File: src/rtl/mc_controller_if.sv
`default_nettype none
// +------------------------------------------------------------------------+
// | Module   : mc_controller_if                                            |
// | Purpose  : Control/status bundle between the multicycle MIPS sequencer |
// |            and its datapath plus unified memory port.                  |
// | Modports : master - the sequencer (drives strobes, selects, counters)  |
// |            slave  - the datapath/memory side (drives instruction       |
// |                     fields, ALU zero flag and memory ready)            |
// | Signals  : opcode_i, funct_i, zero_i, mem_ready_i (to sequencer)       |
// |            mem_req_o, memwrite_o, irwrite_o, pcen_o, regwrite_o,       |
// |            iord_o, memtoreg_o, regdst_o, alusrca_o, alusrcb_o[1:0],    |
// |            pcsrc_o[1:0], alucontrol_o[2:0], instret_o[CNT_W-1:0],      |
// |            illegal_o (from sequencer)                                  |
// | Revision : 1.0 - initial release                                       |
// +------------------------------------------------------------------------+
interface mc_controller_if #(
   parameter int CNT_W = 32
);
   logic [5:0]       opcode_i;
   logic [5:0]       funct_i;
   logic             zero_i;
   logic             mem_ready_i;

   logic             mem_req_o;
   logic             memwrite_o;
   logic             irwrite_o;
   logic             pcen_o;
   logic             regwrite_o;
   logic             iord_o;
   logic             memtoreg_o;
   logic             regdst_o;
   logic             alusrca_o;
   logic [1:0]       alusrcb_o;
   logic [1:0]       pcsrc_o;
   logic [2:0]       alucontrol_o;
   logic [CNT_W-1:0] instret_o;
   logic             illegal_o;

   modport master (
      input  opcode_i, funct_i, zero_i, mem_ready_i,
      output mem_req_o, memwrite_o, irwrite_o, pcen_o, regwrite_o, iord_o,
             memtoreg_o, regdst_o, alusrca_o, alusrcb_o, pcsrc_o,
             alucontrol_o, instret_o, illegal_o
   );

   modport slave (
      output opcode_i, funct_i, zero_i, mem_ready_i,
      input  mem_req_o, memwrite_o, irwrite_o, pcen_o, regwrite_o, iord_o,
             memtoreg_o, regdst_o, alusrca_o, alusrcb_o, pcsrc_o,
             alucontrol_o, instret_o, illegal_o
   );
endinterface
`default_nettype wire

File: src/rtl/mc_controller.sv
`default_nettype none
// +------------------------------------------------------------------------+
// | Module   : mc_controller                                               |
// | Purpose  : Moore sequencing controller for the non-pipelined multicycle|
// |            MIPS build. Shares one ALU and one unified memory port over |
// |            fetch/decode/execute/memory/writeback; memory phases are    |
// |            stretched by mem_ready_i. Decodes add/sub/and/or/slt, lw,   |
// |            sw, beq, addi and j.                                        |
// | Ports    : clk_i      - rising-edge clock                              |
// |            reset_n_i  - asynchronous active-low reset                  |
// |            bus        - mc_controller_if.master (datapath controls,    |
// |                         instruction fields, zero flag, memory ready,   |
// |                         retired-instruction count, illegal flag)       |
// | Macro    : MC_ILLEGAL_TRAP_EN - when defined, unknown opcodes lock the |
// |            controller in TRAP with a sticky illegal_o; otherwise they  |
// |            retire as NOPs and illegal_o is tied low.                   |
// | Revision : 1.0 - initial release                                       |
// +------------------------------------------------------------------------+
module mc_controller #(
   parameter int CNT_W = 32
) (
   input  logic               clk_i,
   input  logic               reset_n_i,
   mc_controller_if.master    bus
);

   localparam logic [5:0] OP_RTYPE = 6'b000000;
   localparam logic [5:0] OP_LW    = 6'b100011;
   localparam logic [5:0] OP_SW    = 6'b101011;
   localparam logic [5:0] OP_BEQ   = 6'b000100;
   localparam logic [5:0] OP_ADDI  = 6'b001000;
   localparam logic [5:0] OP_J     = 6'b000010;

   typedef enum logic [3:0] {
      S_IDLE,
      S_FETCH,
      S_DECODE,
      S_MEMADR,
      S_MEMRD,
      S_MEMWB,
      S_MEMWR,
      S_EXEC,
      S_ALUWB,
      S_BRANCH,
      S_ADDIEX,
      S_ADDIWB,
      S_JUMP
`ifdef MC_ILLEGAL_TRAP_EN
      , S_TRAP
`endif
   } state_t;

   state_t            state;
   state_t            state_nxt;

   logic              mem_req;
   logic              memwrite;
   logic              irwrite;
   logic              pcwrite;
   logic              branch;
   logic              regwrite;
   logic              iord;
   logic              memtoreg;
   logic              regdst;
   logic              alusrca;
   logic [1:0]        alusrcb;
   logic [1:0]        pcsrc;
   logic [1:0]        aluop;
   logic [2:0]        alucontrol;
   logic              retire;      // this cycle completes an instruction
   logic [CNT_W-1:0]  instret;

   // State register
   always_ff @(posedge clk_i or negedge reset_n_i) begin
      if (!reset_n_i) begin
         state <= S_IDLE;
      end else begin
         state <= state_nxt;
      end
   end

   // Next state and Moore outputs
   always_comb begin
      state_nxt = state;
      mem_req   = 1'b0;
      memwrite  = 1'b0;
      irwrite   = 1'b0;
      pcwrite   = 1'b0;
      branch    = 1'b0;
      regwrite  = 1'b0;
      iord      = 1'b0;
      memtoreg  = 1'b0;
      regdst    = 1'b0;
      alusrca   = 1'b0;
      alusrcb   = 2'b00;
      pcsrc     = 2'b00;
      aluop     = 2'b00;
      retire    = 1'b0;

      case (state)
         S_IDLE: begin
            state_nxt = S_FETCH;
         end
         S_FETCH: begin
            // PC+4 through the ALU; IR and PC load only on the ready cycle
            mem_req = 1'b1;
            alusrcb = 2'b01;
            irwrite = bus.mem_ready_i;
            pcwrite = bus.mem_ready_i;
            if (bus.mem_ready_i) begin
               state_nxt = S_DECODE;
            end
         end
         S_DECODE: begin
            // Branch target precomputed into ALUOut while decoding
            alusrcb = 2'b11;
            case (bus.opcode_i)
               OP_LW, OP_SW: state_nxt = S_MEMADR;
               OP_RTYPE:     state_nxt = S_EXEC;
               OP_BEQ:       state_nxt = S_BRANCH;
               OP_ADDI:      state_nxt = S_ADDIEX;
               OP_J:         state_nxt = S_JUMP;
               default: begin
`ifdef MC_ILLEGAL_TRAP_EN
                  state_nxt = S_TRAP;
`else
                  state_nxt = S_FETCH;
                  retire    = 1'b1;
`endif
               end
            endcase
         end
         S_MEMADR: begin
            alusrca   = 1'b1;
            alusrcb   = 2'b10;
            state_nxt = (bus.opcode_i == OP_SW) ? S_MEMWR : S_MEMRD;
         end
         S_MEMRD: begin
            mem_req = 1'b1;
            iord    = 1'b1;
            if (bus.mem_ready_i) begin
               state_nxt = S_MEMWB;
            end
         end
         S_MEMWB: begin
            regwrite  = 1'b1;
            memtoreg  = 1'b1;
            state_nxt = S_FETCH;
            retire    = 1'b1;
         end
         S_MEMWR: begin
            mem_req  = 1'b1;
            iord     = 1'b1;
            memwrite = 1'b1;
            if (bus.mem_ready_i) begin
               state_nxt = S_FETCH;
               retire    = 1'b1;
            end
         end
         S_EXEC: begin
            alusrca   = 1'b1;
            aluop     = 2'b10;
            state_nxt = S_ALUWB;
         end
         S_ALUWB: begin
            regwrite  = 1'b1;
            regdst    = 1'b1;
            state_nxt = S_FETCH;
            retire    = 1'b1;
         end
         S_BRANCH: begin
            alusrca   = 1'b1;
            aluop     = 2'b01;
            branch    = 1'b1;
            pcsrc     = 2'b01;
            state_nxt = S_FETCH;
            retire    = 1'b1;
         end
         S_ADDIEX: begin
            alusrca   = 1'b1;
            alusrcb   = 2'b10;
            state_nxt = S_ADDIWB;
         end
         S_ADDIWB: begin
            regwrite  = 1'b1;
            state_nxt = S_FETCH;
            retire    = 1'b1;
         end
         S_JUMP: begin
            pcwrite   = 1'b1;
            pcsrc     = 2'b10;
            state_nxt = S_FETCH;
            retire    = 1'b1;
         end
`ifdef MC_ILLEGAL_TRAP_EN
         S_TRAP: begin
            // Locked until reset; every strobe stays at its default of 0
            state_nxt = S_TRAP;
         end
`endif
         default: begin
            state_nxt = S_IDLE;
         end
      endcase
   end

   // ALU decoder. IDLE forces 000 so the reset state presents all-zero
   // outputs; everywhere else the aluop decode applies and never yields X.
   always_comb begin
      alucontrol = 3'b010;
      if (state == S_IDLE) begin
         alucontrol = 3'b000;
      end else begin
         case (aluop)
            2'b01: alucontrol = 3'b110;
            2'b10: begin
               case (bus.funct_i)
                  6'b100000: alucontrol = 3'b010;
                  6'b100010: alucontrol = 3'b110;
                  6'b100100: alucontrol = 3'b000;
                  6'b100101: alucontrol = 3'b001;
                  6'b101010: alucontrol = 3'b111;
                  default:   alucontrol = 3'b010;
               endcase
            end
            default: alucontrol = 3'b010;
         endcase
      end
   end

   // Retired-instruction counter, wraps naturally
   always_ff @(posedge clk_i or negedge reset_n_i) begin
      if (!reset_n_i) begin
         instret <= '0;
      end else if (retire) begin
         instret <= instret + CNT_W'(1);
      end
   end

`ifdef MC_ILLEGAL_TRAP_EN
   logic illegal;

   // Sticky: set on entry to TRAP so it is visible in the first TRAP cycle
   always_ff @(posedge clk_i or negedge reset_n_i) begin
      if (!reset_n_i) begin
         illegal <= 1'b0;
      end else if (state_nxt == S_TRAP) begin
         illegal <= 1'b1;
      end
   end

   assign bus.illegal_o = illegal;
`else
   assign bus.illegal_o = 1'b0;
`endif

   assign bus.mem_req_o    = mem_req;
   assign bus.memwrite_o   = memwrite;
   assign bus.irwrite_o    = irwrite;
   assign bus.pcen_o       = pcwrite | (branch & bus.zero_i);
   assign bus.regwrite_o   = regwrite;
   assign bus.iord_o       = iord;
   assign bus.memtoreg_o   = memtoreg;
   assign bus.regdst_o     = regdst;
   assign bus.alusrca_o    = alusrca;
   assign bus.alusrcb_o    = alusrcb;
   assign bus.pcsrc_o      = pcsrc;
   assign bus.alucontrol_o = alucontrol;
   assign bus.instret_o    = instret;

endmodule
`default_nettype wire

File: src/flat_wrapper.sv
// flat-port wrapper written by rule: the top's interface ports become plain ports
module mc_controller_flat 
#(
   parameter int CNT_W = 32
)
  (clk_i, reset_n_i, bus_opcode_i, bus_funct_i, bus_zero_i, bus_mem_ready_i, bus_mem_req_o, bus_memwrite_o, bus_irwrite_o, bus_pcen_o, bus_regwrite_o, bus_iord_o, bus_memtoreg_o, bus_regdst_o, bus_alusrca_o, bus_alusrcb_o, bus_pcsrc_o, bus_alucontrol_o, bus_instret_o, bus_illegal_o);
  mc_controller_if #(.CNT_W(CNT_W)) bus_i ();
  input  logic clk_i;
  input  logic reset_n_i;
  input wire logic [$bits(bus_i.opcode_i)-1:0] bus_opcode_i;
  input wire logic [$bits(bus_i.funct_i)-1:0] bus_funct_i;
  input wire logic [$bits(bus_i.zero_i)-1:0] bus_zero_i;
  input wire logic [$bits(bus_i.mem_ready_i)-1:0] bus_mem_ready_i;
  output wire logic [$bits(bus_i.mem_req_o)-1:0] bus_mem_req_o;
  output wire logic [$bits(bus_i.memwrite_o)-1:0] bus_memwrite_o;
  output wire logic [$bits(bus_i.irwrite_o)-1:0] bus_irwrite_o;
  output wire logic [$bits(bus_i.pcen_o)-1:0] bus_pcen_o;
  output wire logic [$bits(bus_i.regwrite_o)-1:0] bus_regwrite_o;
  output wire logic [$bits(bus_i.iord_o)-1:0] bus_iord_o;
  output wire logic [$bits(bus_i.memtoreg_o)-1:0] bus_memtoreg_o;
  output wire logic [$bits(bus_i.regdst_o)-1:0] bus_regdst_o;
  output wire logic [$bits(bus_i.alusrca_o)-1:0] bus_alusrca_o;
  output wire logic [$bits(bus_i.alusrcb_o)-1:0] bus_alusrcb_o;
  output wire logic [$bits(bus_i.pcsrc_o)-1:0] bus_pcsrc_o;
  output wire logic [$bits(bus_i.alucontrol_o)-1:0] bus_alucontrol_o;
  output wire logic [$bits(bus_i.instret_o)-1:0] bus_instret_o;
  output wire logic [$bits(bus_i.illegal_o)-1:0] bus_illegal_o;
  assign bus_i.opcode_i = bus_opcode_i;
  assign bus_i.funct_i = bus_funct_i;
  assign bus_i.zero_i = bus_zero_i;
  assign bus_i.mem_ready_i = bus_mem_ready_i;
  assign bus_mem_req_o = bus_i.mem_req_o;
  assign bus_memwrite_o = bus_i.memwrite_o;
  assign bus_irwrite_o = bus_i.irwrite_o;
  assign bus_pcen_o = bus_i.pcen_o;
  assign bus_regwrite_o = bus_i.regwrite_o;
  assign bus_iord_o = bus_i.iord_o;
  assign bus_memtoreg_o = bus_i.memtoreg_o;
  assign bus_regdst_o = bus_i.regdst_o;
  assign bus_alusrca_o = bus_i.alusrca_o;
  assign bus_alusrcb_o = bus_i.alusrcb_o;
  assign bus_pcsrc_o = bus_i.pcsrc_o;
  assign bus_alucontrol_o = bus_i.alucontrol_o;
  assign bus_instret_o = bus_i.instret_o;
  assign bus_illegal_o = bus_i.illegal_o;
  mc_controller #(.CNT_W(CNT_W)) u_core (.clk_i(clk_i), .reset_n_i(reset_n_i), .bus(bus_i));
endmodule
File: config.mk
export PLATFORM = sky130hd
export DESIGN_NAME = mc_controller_flat
export DESIGN_NICKNAME = d
export VERILOG_FILES = /design/src/rtl/mc_controller_if.sv /design/src/rtl/mc_controller.sv /design/src/flat_wrapper.sv
export SDC_FILE = /design/constraint.sdc
export NUM_CORES = 1
export LEC_CHECK = 0
export CAP_MARGIN = 20
export CORE_MARGIN = 3
export CORE_UTILIZATION = 30
export DETAILED_ROUTE_END_ITERATION = 10
export SYNTH_ARGS = -nofsm -noshare
export SYNTH_HDL_FRONTEND = slang
export SYNTH_SLANG_ARGS = --single-unit
File: constraint.sdc
create_clock -name clk_i -period 4.75 [get_ports clk_i]
set_input_delay 0.7125 -clock clk_i [delete_from_list [all_inputs] [get_ports clk_i]]
set_output_delay 0.7125 -clock clk_i [all_outputs]
set_load 0.02 [all_outputs]
Word-level counts from Yosys, hierarchy flattened
Cells that the tools add are included.
{ "word_totals": {"reg_bits": 36, "inputBits": 16, "out_inout_bits": 49, "wordCells": 68} }
{ "op_classes": {"add_sub_neg": 1, "eq_ne": 26, "muxes": 25, "bitwise_logic": 2, "reduce_logical": 12} }
{ "ops": {"columns": ["op", "n"], "rows": [
  ["$eq A6 B6 Y1 const B", 6],
  ["$add A32 B1 Y32 const B", 1],
  ["$pmux W4 S8", 1],
  ["$eq A4 B4 Y1 const B", 5],
  ["$pmux W4 S5", 1],
  ["$eq A4 B3 Y1 const B", 4],
  ["$mux W4", 3],
  ["$pmux W3 S4", 1],
  ["$reduce_or A6 Y1", 2],
  ["$mux W1", 11],
  ["$eq A4 B2 Y1 const B", 2],
  ["$pmux W2 S2", 2],
  ["$eq A6 B2 Y1 const B", 1],
  ["$eq A6 B3 Y1 const B", 1],
  ["$eq A6 B4 Y1 const B", 1],
  ["$logic_not A6 Y1", 1],
  ["$ne A2 B2 Y1 const B", 3],
  ["$pmux W2 S3", 1],
  ["$pmux W3 S2", 1],
  ["$reduce_or A2 Y1", 3],
  ["$reduce_or A3 Y1", 2],
  ["$reduce_or A5 Y1", 1],
  ["$eq A4 B1 Y1 const B", 1],
  ["$logic_not A4 Y1", 1],
  ["10 further kinds", 10]
]} }

Depth between registers and ports, before layout
Gate-level depths: netlist of run 1.
{ "logic_depth": {"word_depth": 5, "mapped_depth": 8, "mapped_depth_nobuf": 7} }

Worst setup path after synthesis of run 1
OpenSTA, ideal clock, no wires.
{ "synth_timing": {"kind": "reg-to-output", "from": "reg u_core.state[0]", "to": "out bus_alucontrol_o[0]", "arrival_ns": 2.068, "t_required_ns": 4.038, "setup_slack_ns": 1.970, "path_stages_with_launch": 7, "n_path_buf": 2, "path_cell_list": "dfrtp_1 > clkbuf_1 > clkbuf_1 > nand3_1 > inv_1 > ha_1 > nor4_1"} }
{ "synth_via": {"elab_chain_cells": 5, "elab_cells_between_ends": 8, "cone_classes": "eq/ne: 4; mux: 3; reduce/logical: 1"} }
{ "synth_rtl": {"columns": ["element", "line_no", "source"], "rows": [
  ["from (decl)", "mc_controller.sv:53", "state_t state;"],
  ["from (signal assigned)", "mc_controller.sv:78", "state <= state_nxt;"],
  ["$eq A4 B4 Y1 or $eq A4 B3 Y1 (tied branches)", "mc_controller.sv:100", "case (state)"],
  ["$pmux W2 S2", "mc_controller.sv:100", null],
  ["$eq A2 B2 Y1 or $eq A2 B1 Y1 (tied branches)", "mc_controller.sv:214", "case (aluop)"],
  ["$pmux W3 S2", "mc_controller.sv:214", null],
  ["$mux W3 *", "mc_controller.sv:211", "if (state == S_IDLE) begin"],
  ["to (decl)", "flat_wrapper.sv:25", "output wire logic [$bits(bus_i.alucontrol_o)-1:0] bus_alucontrol_o;"]
]} }
Every way passes the cells marked *; elsewhere a longest branch is shown, timed or not.

Final worst setup path of run 1
{ "layout_timing": {"from": "reg u_core.state[3]", "to": "out bus_alucontrol_o[0]"} }
Same word-level chain as after synthesis.

==> results.cfg, run 1 <==
[logic_synthesis]
synth_warnings = 0
ys_top_cells_by_count = 36 x dfrtp_1, 19 x xor2_1, 18 x nand2_1, 18 x nor2_1
syn_inst = 240
yosysMostFrequentCell = dfrtp_1
synth_cell_types = 51
avgSynthCellArea_um2 = 9.62
synth_top_area_cell = dfrtp_1
synth_edf_count = 0
synth_nets = 259
synth_top_area_share_pct = 39.0
synth_area_leaders = dfrtp_1 39%, xor2_1 7.2%, xnor2_1 5.3%
syn-cell-area_mm2 = 0.00231
seq_area_frac_synth_pct = 39.0
ys.flop_type = dfrtp_1
ys_async_sr_fraction_pct = 100
synth-seq-cells = 36

[global_routing]
grt_max_degree = 37
gr-usage-all-layers_pct = 12.6
grt_pass1_wl_um = 9070
grt_overflow = 0
grt_pass1_vias = 1936
antenna_found_initial = 0

[placement]
dpl.cell_count = 391
post-place-ws_ns = 1.55
io_buffers = 63
dpl.hpwl_um = 4040
gp_congestion = 0.804

[power_and_ir_drop]
vdd_drop_max_mv = 0.279
leakagePower_nw = 1.28
total_power_mw = 1.20
powerDensity_mw_per_mm2 = 388

[worst_setup_path]
path_class = flip-flop to output pin
crit_path_end_kind = output pin
cp.arrival_ns = 2.66
worstRegToRegCells = 5
path_max_fanout = 15
worst_ep_required_time_ns = 4.04
timing.rr.end = u_core.bus.instret_o[18]
reg2reg_from = u_core.state[2]
start_kind = flip-flop
endpoint = bus_alucontrol_o[0]
reg2reg_slack_ns = 2.40
crit_start = u_core.state[3]

[cells_and_area]
nNetsFinal = 318
antennaDiodeCount = 0
final_util_pct = 42.0
drive_above_1_share_pct = 10.0
fin_cells = 398
area_delta_synth_final_pct = 33.9

[floorplanning]
die_x_um = 93.7
initial_utilization_pct = 31.3
num_io_pins = 65
num_rows = 31
dieArea_mm2 = 0.00878
coreArea_mm2 = 0.00737
chipHeight_um = 93.7

[status]
outcome = complete, no violations

[detailed_routing]
drc = 0
firstDrtPassIters = 4
dr.first_iter.drc_count = 110
routed_wl_um = 5360
wire_per_inst_um = 13.5
vias = 1935
via_per_inst = 4.86
drtAntennaViolNets = 0

[clock_tree]
ctsHoldBuffers = 0
postCtsSetupRepairBufs = 0
htreeDepth = 2
cts_resized = 0
clkSinkCount = 36
cts_inserted_buffers = 5
clk_latency_ns = 0.28
clock-root-buffer = clkbuf_8
tritoncts = done
cts_max_path_buffers = 2
clkSlewWorstSetupHoldPaths_ns = 0.07

[sta]
post-route-period-util_pct = 71.0
fin_skew_ns = 0.00762
grt_setup_unrepaired = no
slew_viol_final = 0
worst_pin_slew_ns = 0.656
fin_crit_ns = 3.37
fmax_mhz = 297
finalSetupViolations = 0
slew_headroom_pct = 56.2
finalHoldViolations = 0
final.setup.worst_slack_ns = 1.38
tns_ns = 0

[min_path]
hold_path.class = flip-flop to flip-flop
min_from = u_core.bus.instret_o[31]

[job]
maxCapViolCount = 0
==> sequential cells by signal, indices dropped and copies added, names as in the netlist <==
register              flops
u_core.state              4
u_core.bus.instret_o     32
==> layout make-up <==
cell class	count	area, µm²
clock buffer	7	96.3
tap	99	124
multi-input combinational	180	1290
fill	734	4280
inverter	12	45.0
timing repair buffer	64	638
sequential	36	901
==> power by group <==
part           total (mW)  internal, mW  switching [mW]  leakage, nW
registers           0.428         0.344          0.0836        0.451
logic               0.540         0.241           0.298        0.783
clock network       0.232         0.129           0.103       0.0503
total                1.20         0.715           0.485         1.28
==> per-layer routing <==
metal	up-vias	track usage [%]	part of all wire (%)	wire length [µm]
met5	-	0	0	0
met4	0	2.89	0.90	48
met3	7	2.72	3.6	194
met2	33	21.7	51	2710
met1	926	16.0	45	2400
li1	969	-	-	-
==> placed cells by master (no fill, tap or decap), drive strengths merged, types with 2 or more instances in the layout <==
cell type,Yosys,routed
a211o,2,2
a21boi,2,2
a21o,2,2
a21oi,5,5
a22oi,3,3
a31oi,2,2
and3,3,3
and4,2,2
clkbuf,6,7
clkdlybuf4s50,0,63
dfrtp,36,36
ha,3,3
inv,12,12
mux2,2,2
nand2,18,18
nand2b,4,4
nand3,16,16
nand4,5,5
nor2,18,18
nor2b,6,6
nor3,14,14
nor3b,3,3
nor4,12,12
o2111a,2,2
o21ai,7,7
xnor2,14,14
xor2,19,19
==> how the worst min path moves through the flow <==
stage	end	slack, ns	cells after the start
after floorplan	u_core.bus.instret_o[0]	0.42	0
after global placement	u_core.bus.instret_o[31]	0.47	1
after detailed placement	u_core.bus.instret_o[31]	0.47	1
after CTS	u_core.bus.instret_o[31]	0.49	1
after global routing	u_core.bus.instret_o[18]	0.51	1
final	u_core.bus.instret_o[31]	0.48	1
==> logic make-up (layout without fill, tap and decap cells) <==
kind of cell	after synthesis	count (layout)	synth area share, %
flops	36	36	39.0
simple gates	107	107	28.7
xor+xnor	33	33	12.5
mux	2	2	0.976
compound gates	33	33	11.3
buf+inv	24	83	5.20
other cells	1	1	0.162
fa+ha+maj	4	4	2.06
==> critical path: stages (launching register included) <==
cell             delay, ns
dfrtp_1               0.64
inv_1                 0.21
nor2_1                0.17
nand2_1               0.09
ha_1                  0.34
nor4_1                0.28
clkdlybuf4s50_1       0.65
==> stage by stage <==
stage | instance area (µm²) | hold WS [ns]
final | 3090 | 0.481
after global routing | 3090 | 0.507
after CTS | 3090 | 0.485
after detailed placement | 3000 | 0.467
after global placement | 3000 | 0.465
after floorplan | 2310 | 0.417
(Power assumes the default switching activity.)
==> run 2, diff against run 1 <==
clock period = 3 ns   (was 4.75 ns; I/O delays follow)
==> results.cfg, run 2 (synthesis results as in run 1) <==
[global_routing]
grt_pass1_vias = 1933
grt_max_degree = 37
grt_overflow = 0
antenna_found_initial = 0
gr-usage-all-layers_pct = 12.9
grt_pass1_wl_um = 9180

[worst_setup_path]
worst_ep_required_time_ns = 2.55
path_max_fanout = 10
path_class = flip-flop to output pin
start_kind = flip-flop
cp.arrival_ns = 2.38
crit_path_end_kind = output pin

[cells_and_area]
mostFrequentLayoutCells = 63 x clkdlybuf4s50_1, 34 x dfrtp_1, 19 x xor2_1, 18 x nor2_1, 18 x nand2_1
final_common_cell = clkdlybuf4s50_1
area_delta_synth_final_pct = 36.0
multi_input_area_mm2 = 0.00129
seqCellArea_um2 = 903
drive_above_1_share_pct = 12.2
nNetsFinal = 322
fin_cells = 403
fillCellCount = 754
antennaDiodeCount = 0
largest_reg_flops = 32

[sta]
tns_ns = 0
grt_setup_unrepaired = no
worst_pin_slew_ns = 0.665
slew_headroom_pct = 55.6
fmax_mhz = 353
post-route-period-util_pct = 94.4
finalSetupViolations = 0
hold_ws_ns = 0.471
finalHoldViolations = 0
fin_skew_ns = 0.00879
fin_crit_ns = 2.83
final.setup.worst_slack_ns = 0.167
slew_viol_final = 0

[clock_tree]
clkSlewWorstSetupHoldPaths_ns = 0.08
cts_inserted_buffers = 5
clk_latency_ns = 0.29
cts_max_path_buffers = 2
clkSinkCount = 36
postCtsSetupRepairBufs = 0
htreeDepth = 2
tritoncts = done
clock-root-buffer = clkbuf_8

[placement]
io_buffers = 63
gp_congestion = 0.825
dpl.cell_count = 395
post-place-ws_ns = 0.356
dpl.hpwl_um = 4140

[power_and_ir_drop]
swShare_pct = 39.6
leakagePower_nw = 1.31
vdd_drop_max_mv = 0.505
pwr-share-comb_pct = 47.0
power.switching_uw = 786
p_seq_share_pct = 31.8
powerDensity_mw_per_mm2 = 631
pwr-share-clk_pct = 21.2
internal-power_mw = 1.20

[detailed_routing]
firstDrtPassIters = 4
vias = 1942
via_per_inst = 4.82
drtAntennaViolNets = 0
drc = 0
wire_per_inst_um = 13.3
routed_wl_um = 5370
dr.first_iter.drc_count = 83

[floorplanning]
die_x_um = 93.7
coreArea_mm2 = 0.00737
num_rows = 31
chipHeight_um = 93.7
num_io_pins = 65
initial_utilization_pct = 31.3
dieArea_mm2 = 0.00878

[status]
outcome = complete, no violations

[job]
maxCapViolCount = 0

[min_path]
hold_path.class = flip-flop to flip-flop
-- run 2: changes by cell type in the layout (fill, tap and decap cells not counted), sizes merged --
cell,change
bufinv,+1
clkinv,+1
clkinvlp,+1
buf,+4
clkbuf,-2
-- run 2: area by class of cell --
cell class | count | share of cell area [%]
Clock inverter | 3 | 1.36
Timing Repair Buffer | 68 | 21.3
Sequential cell | 36 | 28.8
Clock buffer | 5 | 2.19
Multi-Input combinational cell | 180 | 41.0
Inverter | 12 | 1.43
Tap cell | 99 | 3.95
-- run 2: path summary, 6_finish.rpt --
path	start	endpoint	slack (ns)	depth (start not counted)
setup / recovery	u_core.state[3]	bus_alucontrol_o[0]	0.17	6
hold / removal	u_core.bus.instret_o[31]	u_core.bus.instret_o[31]	0.47	1
setup reg to reg	u_core.state[0]	u_core.bus.instret_o[1]	0.70	5
hold reg to reg	u_core.bus.instret_o[31]	u_core.bus.instret_o[31]	0.47	1
max in group asynchronous	reset_n_i	u_core.state[2]	2.07	2
min in group asynchronous	reset_n_i	u_core.bus.instret_o[29]	0.57	2
-- run 2: metal layers --
| layer | GRT usage [%] | vias to the layer above | wire [µm] |
|---|---|---|---|
| met5 | 0 | - | 0 |
| met2 | 21.2 | 32 | 2740 |
| li1 | - | 966 | - |
| met4 | 3.13 | 0 | 50 |
| met1 | 17.0 | 939 | 2420 |
| met3 | 3.37 | 5 | 162 |
-- run 2: through the flow --
step                total power [mW]  utilization [%]  area (µm²)
finish                          1.98             42.6        3140
global route                    2.12             42.6        3140
CTS                             2.00             42.6        3140
detailed placement              1.58             41.1        3030
global placement                1.57             41.1        3030
floorplan                       1.23                -        2310
-- run 2: power by group through the flow --
stage	logic [mW]	registers [mW]	clock network, mW
2_1_floorplan	0.569	0.664	0
3_3_place_gp	0.934	0.638	0
3_5_place_dp	0.939	0.639	0
4_1_cts	0.942	0.631	0.432
5_1_grt	1.02	0.646	0.459
6_report	0.932	0.630	0.420
-- run 2: repair_timing --
| action | 4_1_cts | 5_1_grt |
|---|---|---|
| hold buffers | 0 | 0 |
| endpoints found under the setup margin | 0 | 3 |
| resized for setup | 0 | 2 |
-- run 2: critical path, stage by stage (launching register included) --
cell	delay, ns
dfrtp_2	0.45
inv_1	0.14
nor2_1	0.15
nand2_1	0.09
ha_1	0.34
nor4_1	0.28
clkdlybuf4s50_1	0.65
==> run 3, diff against run 2 <==
ABC_CLOCK_PERIOD_IN_PS = 3000   (was default)
CELL_PAD_IN_SITES_DETAIL_PLACEMENT = 1   (was default)
CELL_PAD_IN_SITES_GLOBAL_PLACEMENT = 1   (was default)
CORE_UTILIZATION = 33   (was 30)
PLACE_DENSITY_LB_ADDON = 0.1   (was default)
==> results.cfg, run 3 (synthesis results as in run 1) <==
[status]
outcome = complete, no violations

[power_and_ir_drop]
total_power_mw = 1.96
leakagePower_nw = 1.33
internal-power_mw = 1.17
p_seq_share_pct = 31.9
power.switching_uw = 794
swShare_pct = 40.5
pwr-share-comb_pct = 49.0
vdd_drop_max_mv = 0.411
powerDensity_mw_per_mm2 = 629
pwr-share-clk_pct = 19.0

[worst_setup_path]
cp.arrival_ns = 2.25
crit_path_end_kind = output pin
worst_ep_required_time_ns = 2.55
path_max_fanout = 6
start_kind = flip-flop
path_class = flip-flop to output pin

[sta]
fin_skew_ns = 0.00378
fin_crit_ns = 2.70
final.setup.worst_slack_ns = 0.299
worst_pin_slew_ns = 0.818
grt_setup_unrepaired = no
slew_viol_final = 0
tns_ns = 0
finalHoldViolations = 0
finalSetupViolations = 0
post-route-period-util_pct = 90.0
fmax_mhz = 370
slew_headroom_pct = 45.5

[floorplanning]
chipHeight_um = 89.6
initial_utilization_pct = 35.1
dieArea_mm2 = 0.00804
die_x_um = 89.6
num_io_pins = 65
num_rows = 29
coreArea_mm2 = 0.00657

[global_routing]
grt_max_degree = 37
gr-usage-all-layers_pct = 16.1
grt_pass1_wl_um = 10200
grt_overflow = 0
antenna_found_initial = 0
grt_pass1_vias = 2089

[placement]
io_buffers = 63
post-place-ws_ns = 0.273
dpl.hpwl_um = 4470
gp_congestion = 0.748

[cells_and_area]
largest_reg_flops = 32
area_delta_synth_final_pct = 35.1
antennaDiodeCount = 0
mostFrequentLayoutCells = 61 x clkdlybuf4s50_1, 36 x dfrtp_1, 19 x xor2_1, 18 x nor2_1, 18 x nand2_1
final_util_pct = 47.5
nNetsFinal = 323
final_common_cell = clkdlybuf4s50_1
drive_above_1_share_pct = 11.8
fillCellCount = 755

[detailed_routing]
drtAntennaViolNets = 0
routed_wl_um = 5950
drc = 0
firstDrtPassIters = 4
vias = 1979
wire_per_inst_um = 15.0
via_per_inst = 4.98
dr.first_iter.drc_count = 70

[clock_tree]
ctsHoldBuffers = 0
clkSinkCount = 36
clkSlewWorstSetupHoldPaths_ns = 0.07
cts_inserted_buffers = 5
htreeDepth = 2
clk_latency_ns = 0.28
clock-root-buffer = clkbuf_8
tritoncts = done
cts_max_path_buffers = 2

[job]
maxCapViolCount = 0

[min_path]
hold_path.class = input pin to async pin
==> run 3: changes by cell type in the layout (fill, tap and decap cells not counted) <==
cell,delta
bufinv_16,-1
clkbuf_8,+2
clkinv_2,-1
dlymetal6s2s_1,+1
dfrtp_2,-2
buf_4,+1
clkinvlp_4,-1
dfrtp_1,+2
buf_2,+1
clkdlybuf4s50_1,-2
==> run 3: routing by layer <==
metal / up-vias / track usage, % / routed length [µm]
li1: 968 / - / -
met1: 965 / 22.8 / 2880
met2: 41 / 25.7 / 2770
met3: 5 / 3.10 / 248
met4: 0 / 3.25 / 49
met5: - / 0 / 0
==> run 3: worst max-delay path, stage by stage, from the launching register on <==
cell and delay, ns:
dfrtp_1 0.44, nor2b_1 0.24, nand2_1 0.11, ha_1 0.34, a211oi_1 0.21, nor2_1 0.06, clkdlybuf4s50_1 0.57
==> run 3: stage by stage <==
stage | hold WS (ns) | instances | instance area [µm²]
final | 0.258 | 397 | 3120
after global routing | 0.325 | 397 | 3120
after CTS | 0.299 | 397 | 3120
after detailed placement | 0.473 | 390 | 3020
after global placement | 0.459 | 390 | 3020
after floorplan | 0.154 | 240 | 2310
==> run 3: cell type report <==
type	count	area (µm²)	share of cell area, %
inverter	12	45.0	1.44
multi-input combinational	180	1290	41.3
sequential	36	901	28.9
tap	93	116	3.73
clock buffer	7	96.3	3.09
timing repair buffer	69	673	21.6
==> run 3: final timing paths <==
| check | end | depth (start not counted) | slack [ns] | startpoint |
|---|---|---|---|---|
| max | bus_alucontrol_o[1] | 6 | 0.30 | u_core.state[0] |
| min | u_core.bus.instret_o[28] | 1 | 0.26 | reset_n_i |
| max reg2reg | u_core.bus.instret_o[18] | 6 | 0.74 | u_core.state[2] |
| min reg2reg | u_core.bus.instret_o[31] | 1 | 0.47 | u_core.bus.instret_o[31] |
| max in group asynchronous | u_core.bus.instret_o[1] | 1 | 2.23 | reset_n_i |
| min in group clk_i | u_core.bus.instret_o[31] | 1 | 0.47 | u_core.bus.instret_o[31] |
==> run 3: power groups by stage <==
| stage | registers (mW) | clock network, mW | logic [mW] |
|---|---|---|---|
| after detailed placement | 0.632 | 0 | 0.971 |
| after global placement | 0.631 | 0 | 0.965 |
| final | 0.626 | 0.373 | 0.962 |
| after CTS | 0.625 | 0.386 | 0.977 |
| after floorplan | 0.664 | 0 | 0.569 |
| after global routing | 0.637 | 0.405 | 1.05 |
==> run 3: repair_timing <==
action                                  4_1_cts  5_1_grt
endpoints found under the setup margin        0        1
setup buffers                                 0        0
resized for setup                             0        1
